### src/rtl/axi_write_master_pkg.sv
// Shared types and encodings for the single-beat AXI write master.
package axi_write_master_pkg;

  typedef enum logic [1:0] {IDLE, ADDR_DATA, RESP} state_t;

  localparam logic [1:0] BURST_INCR  = 2'b01;
  localparam logic [1:0] RESP_OKAY   = 2'b00;
  localparam logic [1:0] RESP_SLVERR = 2'b10;
  localparam logic [1:0] RESP_DECERR = 2'b11;

  function automatic logic [2:0] len_to_awsize(input logic [3:0] len);
    case (len)
      4'd1:    return 3'd0;
      4'd2:    return 3'd1;
      4'd4:    return 3'd2;
      4'd8:    return 3'd3;
      default: return 3'd0;
    endcase
  endfunction

  // Legal sizes are powers of two up to 8 that do not straddle a doubleword.
  function automatic logic req_legal(input logic [3:0] len, input logic [2:0] off);
    logic len_ok;
    len_ok = (len == 4'd1) || (len == 4'd2) || (len == 4'd4) || (len == 4'd8);
    return len_ok && (({2'b00, off} + {1'b0, len}) <= 5'd8);
  endfunction

endpackage

### src/rtl/wstrb_align.sv
// Places an LSB-aligned store onto the 64-bit data lane and builds its byte strobe.
module wstrb_align (
  input  logic [2:0]  addr,
  input  logic [3:0]  len,
  input  logic [63:0] data,
  output logic [7:0]  strb,
  output logic [63:0] aligned
);

  logic [7:0] w_mask;

  always_comb begin
    w_mask = 8'h00;
    case (len)
      4'd1:    w_mask = 8'h01;
      4'd2:    w_mask = 8'h03;
      4'd4:    w_mask = 8'h0F;
      4'd8:    w_mask = 8'hFF;
      default: w_mask = 8'h00;
    endcase
  end

  assign strb    = w_mask << addr;
  assign aligned = data << {addr, 3'b000};

endmodule

### src/rtl/axi_write_master.sv
// Single-outstanding, single-beat AXI4 write master fed by the memory stage.
module axi_write_master #(
  parameter logic [3:0]  WR_ID  = 4'd1,
  parameter int unsigned ADDR_W = 64
) (
  input  logic              clk,
  input  logic              rstn,
  input  logic              mm_wen,
  input  logic [ADDR_W-1:0] mm_addr,
  input  logic [63:0]       mm_wdata,
  input  logic [3:0]        mm_wlen,
  output logic              wr_ready,
  output logic              wr_done,
  output logic              wr_err,
  output logic [3:0]        AWID,
  output logic [ADDR_W-1:0] AWADDR,
  output logic [7:0]        AWLEN,
  output logic [2:0]        AWSIZE,
  output logic [1:0]        AWBURST,
  output logic              AWVALID,
  input  logic              AWREADY,
  output logic [63:0]       WDATA,
  output logic [7:0]        WSTRB,
  output logic              WLAST,
  output logic              WVALID,
  input  logic              WREADY,
  input  logic [3:0]        BID,
  input  logic [1:0]        BRESP,
  input  logic              BVALID,
  output logic              BREADY
);
  import axi_write_master_pkg::*;

  state_t            r_state;
  logic [ADDR_W-1:0] r_awaddr;
  logic [2:0]        r_awsize;
  logic [63:0]       r_wdata;
  logic [7:0]        r_wstrb;
  logic              r_awvalid;
  logic              r_wvalid;
  logic              r_bready;
  logic              r_done;
  logic              r_err;

  logic [7:0]        w_strb;
  logic [63:0]       w_data;
  logic              w_legal;
  logic              w_aw_ok;
  logic              w_w_ok;

  wstrb_align u_align (
    .addr    (mm_addr[2:0]),
    .len     (mm_wlen),
    .data    (mm_wdata),
    .strb    (w_strb),
    .aligned (w_data)
  );

  assign w_legal = req_legal(mm_wlen, mm_addr[2:0]);
  // A channel is finished once its VALID has dropped or is handshaking now.
  assign w_aw_ok = !r_awvalid || AWREADY;
  assign w_w_ok  = !r_wvalid || WREADY;

  always_ff @(posedge clk or negedge rstn) begin
    if (!rstn) begin
      r_state   <= IDLE;
      r_awaddr  <= '0;
      r_awsize  <= 3'd0;
      r_wdata   <= 64'd0;
      r_wstrb   <= 8'd0;
      r_awvalid <= 1'b0;
      r_wvalid  <= 1'b0;
      r_bready  <= 1'b0;
      r_done    <= 1'b0;
      r_err     <= 1'b0;
    end else begin
      r_done <= 1'b0;
      r_err  <= 1'b0;
      case (r_state)
        IDLE: begin
          if (mm_wen) begin
            if (w_legal) begin
              r_awaddr  <= mm_addr;
              r_awsize  <= len_to_awsize(mm_wlen);
              r_wdata   <= w_data;
              r_wstrb   <= w_strb;
              r_awvalid <= 1'b1;
              r_wvalid  <= 1'b1;
              r_state   <= ADDR_DATA;
            end else begin
              r_err <= 1'b1;
            end
          end
        end
        ADDR_DATA: begin
          if (r_awvalid && AWREADY) r_awvalid <= 1'b0;
          if (r_wvalid && WREADY)   r_wvalid  <= 1'b0;
          if (w_aw_ok && w_w_ok) begin
            r_state  <= RESP;
            r_bready <= 1'b1;
          end
        end
        RESP: begin
          if (BVALID) begin
            r_state  <= IDLE;
            r_bready <= 1'b0;
            r_done   <= 1'b1;
            r_err    <= (BRESP != RESP_OKAY) || (BID != WR_ID);
          end
        end
        default: r_state <= IDLE;
      endcase
    end
  end

  assign wr_ready = (r_state == IDLE);
  assign wr_done  = r_done;
  assign wr_err   = r_err;
  assign AWID     = WR_ID;
  assign AWADDR   = r_awaddr;
  assign AWLEN    = 8'd0;
  assign AWSIZE   = r_awsize;
  assign AWBURST  = BURST_INCR;
  assign AWVALID  = r_awvalid;
  assign WDATA    = r_wdata;
  assign WSTRB    = r_wstrb;
  assign WLAST    = 1'b1;
  assign WVALID   = r_wvalid;
  assign BREADY   = r_bready;

endmodule

### config.mk
export PLATFORM = sky130hd
export DESIGN_NAME = axi_write_master
export DESIGN_NICKNAME = d
export VERILOG_FILES = /design/src/rtl/axi_write_master_pkg.sv /design/src/rtl/wstrb_align.sv /design/src/rtl/axi_write_master.sv
export SDC_FILE = /design/constraint.sdc
export NUM_CORES = 1
export LEC_CHECK = 0
export ABC_AREA = 0
export CAP_MARGIN = 20
export CORE_ASPECT_RATIO = 1.25
export CORE_MARGIN = 10
export CORE_UTILIZATION = 40
export CTS_CLUSTER_SIZE = 30
export DETAILED_ROUTE_END_ITERATION = 8
export DONT_BUFFER_PORTS = 1
export GPL_ROUTABILITY_DRIVEN = 0
export PLACE_DENSITY = 0.58
export SLEW_MARGIN = 5
export SYNTH_ARGS = -nofsm -noshare
export SYNTH_HDL_FRONTEND = slang
export SYNTH_HIERARCHICAL = 1
export SYNTH_SLANG_ARGS = --single-unit
### constraint.sdc
create_clock -name clk -period 1.8 [get_ports clk]
set_input_delay 0.36 -clock clk [delete_from_list [all_inputs] [get_ports clk]]
set_output_delay 0.36 -clock clk [all_outputs]
set_load 0.005 [all_outputs]
==> key figures <==
Global route
  – Number of global-route vias before repair: 5404
  – Gr ovfl total: 0
  – Largest net degree at the start of global routing: approximately 150
  – Tot GR Track Use: 0.1796
  – First-pass GRT wire length: ~36 mm
  – Initial antenna violation count: 0

Die
  – Core Footprint: about 0.019 sq mm
  – Site row count: 57
  – I/O pins: 304
  – Die W: about 140 um
  – Initial core utilization: 0.4042
  – Die Area: 0.02555 sq mm
  – Die height: about 180 um

CTS
  – H-tree depth: 4
  – Num CTS Buffers: 17
  – Max Buffers Root-to-Sink: 2
  – Clock latency on the worst-skew pair: ~0.42 ns
  – Reg clk slew, reported paths: approximately 0.070 ns
  – TritonCTS clock tree: yes
  – CTS sink cnt: roughly 150
  – Root buffer selected by CTS: clkbuf_16

Worst setup path
  – Critical path class: input port to register
  – CP Launch Type: input port
  – Critical path required time: between 2 and 2.5 ns
  – Arrival @ worst endpoint: between 2 and 2.5 ns
  – CP Capture Type: register
  – Worst-path fanout max: 77

Routing
  – Routed wl met3: 3.321 mm
  – DR vias/cell: approximately 5.6
  – DR vias: 5213
  – Final WL: roughly 25 mm
  – DRC viols: 0
  – M1 WL: approximately 8.6 mm
  – Met2 routed wirelength: around 12 mm
  – Iteration-0 DRC Markers: 320
  – First-pass detailed-route iteration total: 5
  – Routed Antenna Nets: 0
  – Top Layer Used: met4
  – Average routed wire per standard cell: around 27 um

STA
  – Min Hold Slack: -0.3707 ns
  – Setup violators final: 140
  – Setup ws final: -0.3684 ns
  – RSZ-0062 raised after global routing: yes
  – Period minus WS final: 2.168 ns
  – Final hold violations: around 150
  – Final Cycle Share: 1.205
  – Worst Skew: 0.008630 ns
  – Final Max Tran Viols: 0
  – Worst Tran Pin Value: 0.8353 ns
  – Max frequency: roughly 460 MHz
  – Relative slew slack: 0.4420

Logic synthesis
  – Post-synth cell types: 51
  – Synthesized area per cell: 12.21 sq um
  – Seq cells post-synth: 145
  – Async set-reset flop share out of synthesis: 1.000
  – Cells after Synth: 640
  – Prevailing post-synth register cell: dfrtp_1
  – Post-synth EDFFs: 0
  – Synth Warn #: 6
  – Synth Cell Area: roughly 0.0078 sq mm
  – Sequential-to-total area share from yosys stat: 0.4645

Cells and area
  – Ant diodes: 0
  – Finished Layout Cells: between 900 and 1000
  – Final #Nets: around 800
  – Share of cells above drive strength 1: 0.3313
  – Fillers: 1763
  – Area growth from synthesis to layout: 17.03%

Place
  – Cell total after placement: between 800 and 900
  – Setup WS pre-CTS: -0.8472 ns
  – Dpl hpwl: approximately 17 mm
  – # port buffers: 0

Outcome
  – Outcome: finished with violations
  – Failing checks: hold timing, setup timing

Pwr
  – PwrDens: 1268 mW/mm^2
  – Leakage: ~4 nW
  – VDD IR-drop max: 0.6523 mV
  – Power, Total: 11.59 mW

Hold path
  – Worst hold path type: input port to asynchronous set/reset pin

Run
  – Max-cap violations: 0
[placed cells by master, fill, tap and decap left out, types with 3 or more instances in the layout]
cell type,instances
mux2_1,36
mux4_2,22
nor2b_1,4
buf_4,15
nor2_1,39
mux2_2,54
clkbuf_16,21
mux2_4,68
conb_1,16
nand2b_1,5
inv_1,14
o22a_1,6
o22ai_1,3
nand2_1,30
dfrtp_1,145
a22oi_1,7
a21oi_1,34
buf_12,10
inv_6,6
inv_8,3
and2_1,18
mux2i_1,18
o21ai_1,3
xnor2_1,5
o21ai_0,19
o21a_1,4
nor3_1,8
[stage by stage]
step / util / TNS [ns] / cell area [sq um]
floorplan: - / -80.60 / 7920
global placement: 0.4170 / -103.77 / 8060
detailed placement: 0.4170 / -110.50 / 8060
CTS: 0.4653 / -41.60 / 8994
global route: 0.4730 / -49.58 / 9141
finish: 0.4730 / -45.01 / 9141
[registers in the layout, indices dropped and copies added (netlist names)]
| signal | count |
|---|---|
| AWADDR | 64 |
| BREADY | 1 |
| AWSIZE | 2 |
| r_state | 2 |
| wr_done | 1 |
| wr_err | 1 |
| WVALID | 1 |
| WDATA | 64 |
| WSTRB | 8 |
| AWVALID | 1 |
[worst paths after layout]
path	cells past startpoint	start	endpoint	slack [ns]
max reg2reg	7	r_state[1]$_DFFE_PN0P_	WDATA[54]$_DFFE_PN0P_	0.12
max	10	mm_addr[0]	WDATA[16]$_DFFE_PN0P_	-0.37
min reg2reg	1	WDATA[22]$_DFFE_PN0P_	WDATA[22]$_DFFE_PN0P_	0.52
min in group clk	1	mm_addr[38]	AWADDR[38]$_DFFE_PN0P_	0.07
max in group asynchronous	0	rstn	WDATA[37]$_DFFE_PN0P_	2.01
min	0	rstn	WDATA[50]$_DFFE_PN0P_	-0.37
[cell families after synthesis]
logic type               count (synthesis)  synth area share
buffers and inverters                   76           0.05991
AO/OA/AOI/OAI                           93           0.07577
adder cells (fa/ha/maj)                  4          0.007369
multiplexers                           198            0.3143
AND/OR/NAND/NOR                        117           0.07160
other                                    2         0.0009614
XOR/XNOR                                 5          0.005606
flip-flops                             145            0.4645
[cell type report]
type / count / area, sq um / area share
well taps: 265 / 331.6 / 0.03627
inverters: 15 / 56.30 / 0.006159
clock buffers: 18 / 429.2 / 0.04695
flip-flops and latches: 145 / 3628 / 0.3969
multi-input cells: 433 / 4069 / 0.4451
repair buffers: 33 / 481.7 / 0.05270
clock inverters: 14 / 145.1 / 0.01588
[timing repair]
action,4_1_cts,5_1_grt
endpoints found under the setup margin,140,140
endpoints found under the hold margin,145,145
cloned,2,5
pin swaps,1,1
buffers inserted,7,5
resized for setup,55,15
[layer usage]
| layer | global-route usage | vias to the layer above |
|---|---|---|
| li1 | - | 2282 |
| met1 | 0.1870 | 2626 |
| met2 | 0.3000 | 288 |
| met3 | 0.1058 | 17 |
| met4 | 0.05456 | 0 |
| met5 | 0 | - |
[critical path, stage by stage]
cell     delay [ns]
ha_4           0.16
fa_2           0.55
nor4_2         0.05
a22o_1         0.23
o32ai_4        0.27
nor2_4         0.09
buf_12         0.15
buf_12         0.13
buf_12         0.14
mux2_1         0.31
[report_power, final]
group	switching [mW]	internal [mW]
combinational	0.707	1.53
clock	1.56	1.96
sequential	1.28	4.56
[cells in the mapped netlist, types with 7 or more instances]
cell     number  area (sq um)
dfrtp_1     145          3628
buf_2        17         85.08
inv_1        14         52.55
mux2_1       98          1104
a21oi_1      34         170.2
and2_1       18         112.6
a22oi_1       7         52.55
mux2i_1      18         180.2
mux2_2       60         675.7
nor2_1       40         150.1
buf_6        11         123.9
buf_4        21         157.7
o21ai_0      19         95.09
nor3_1        8         40.04
mux4_2       22         495.5
nand2_1      30         112.6
Note: power is estimated with default switching activity, not from simulation.
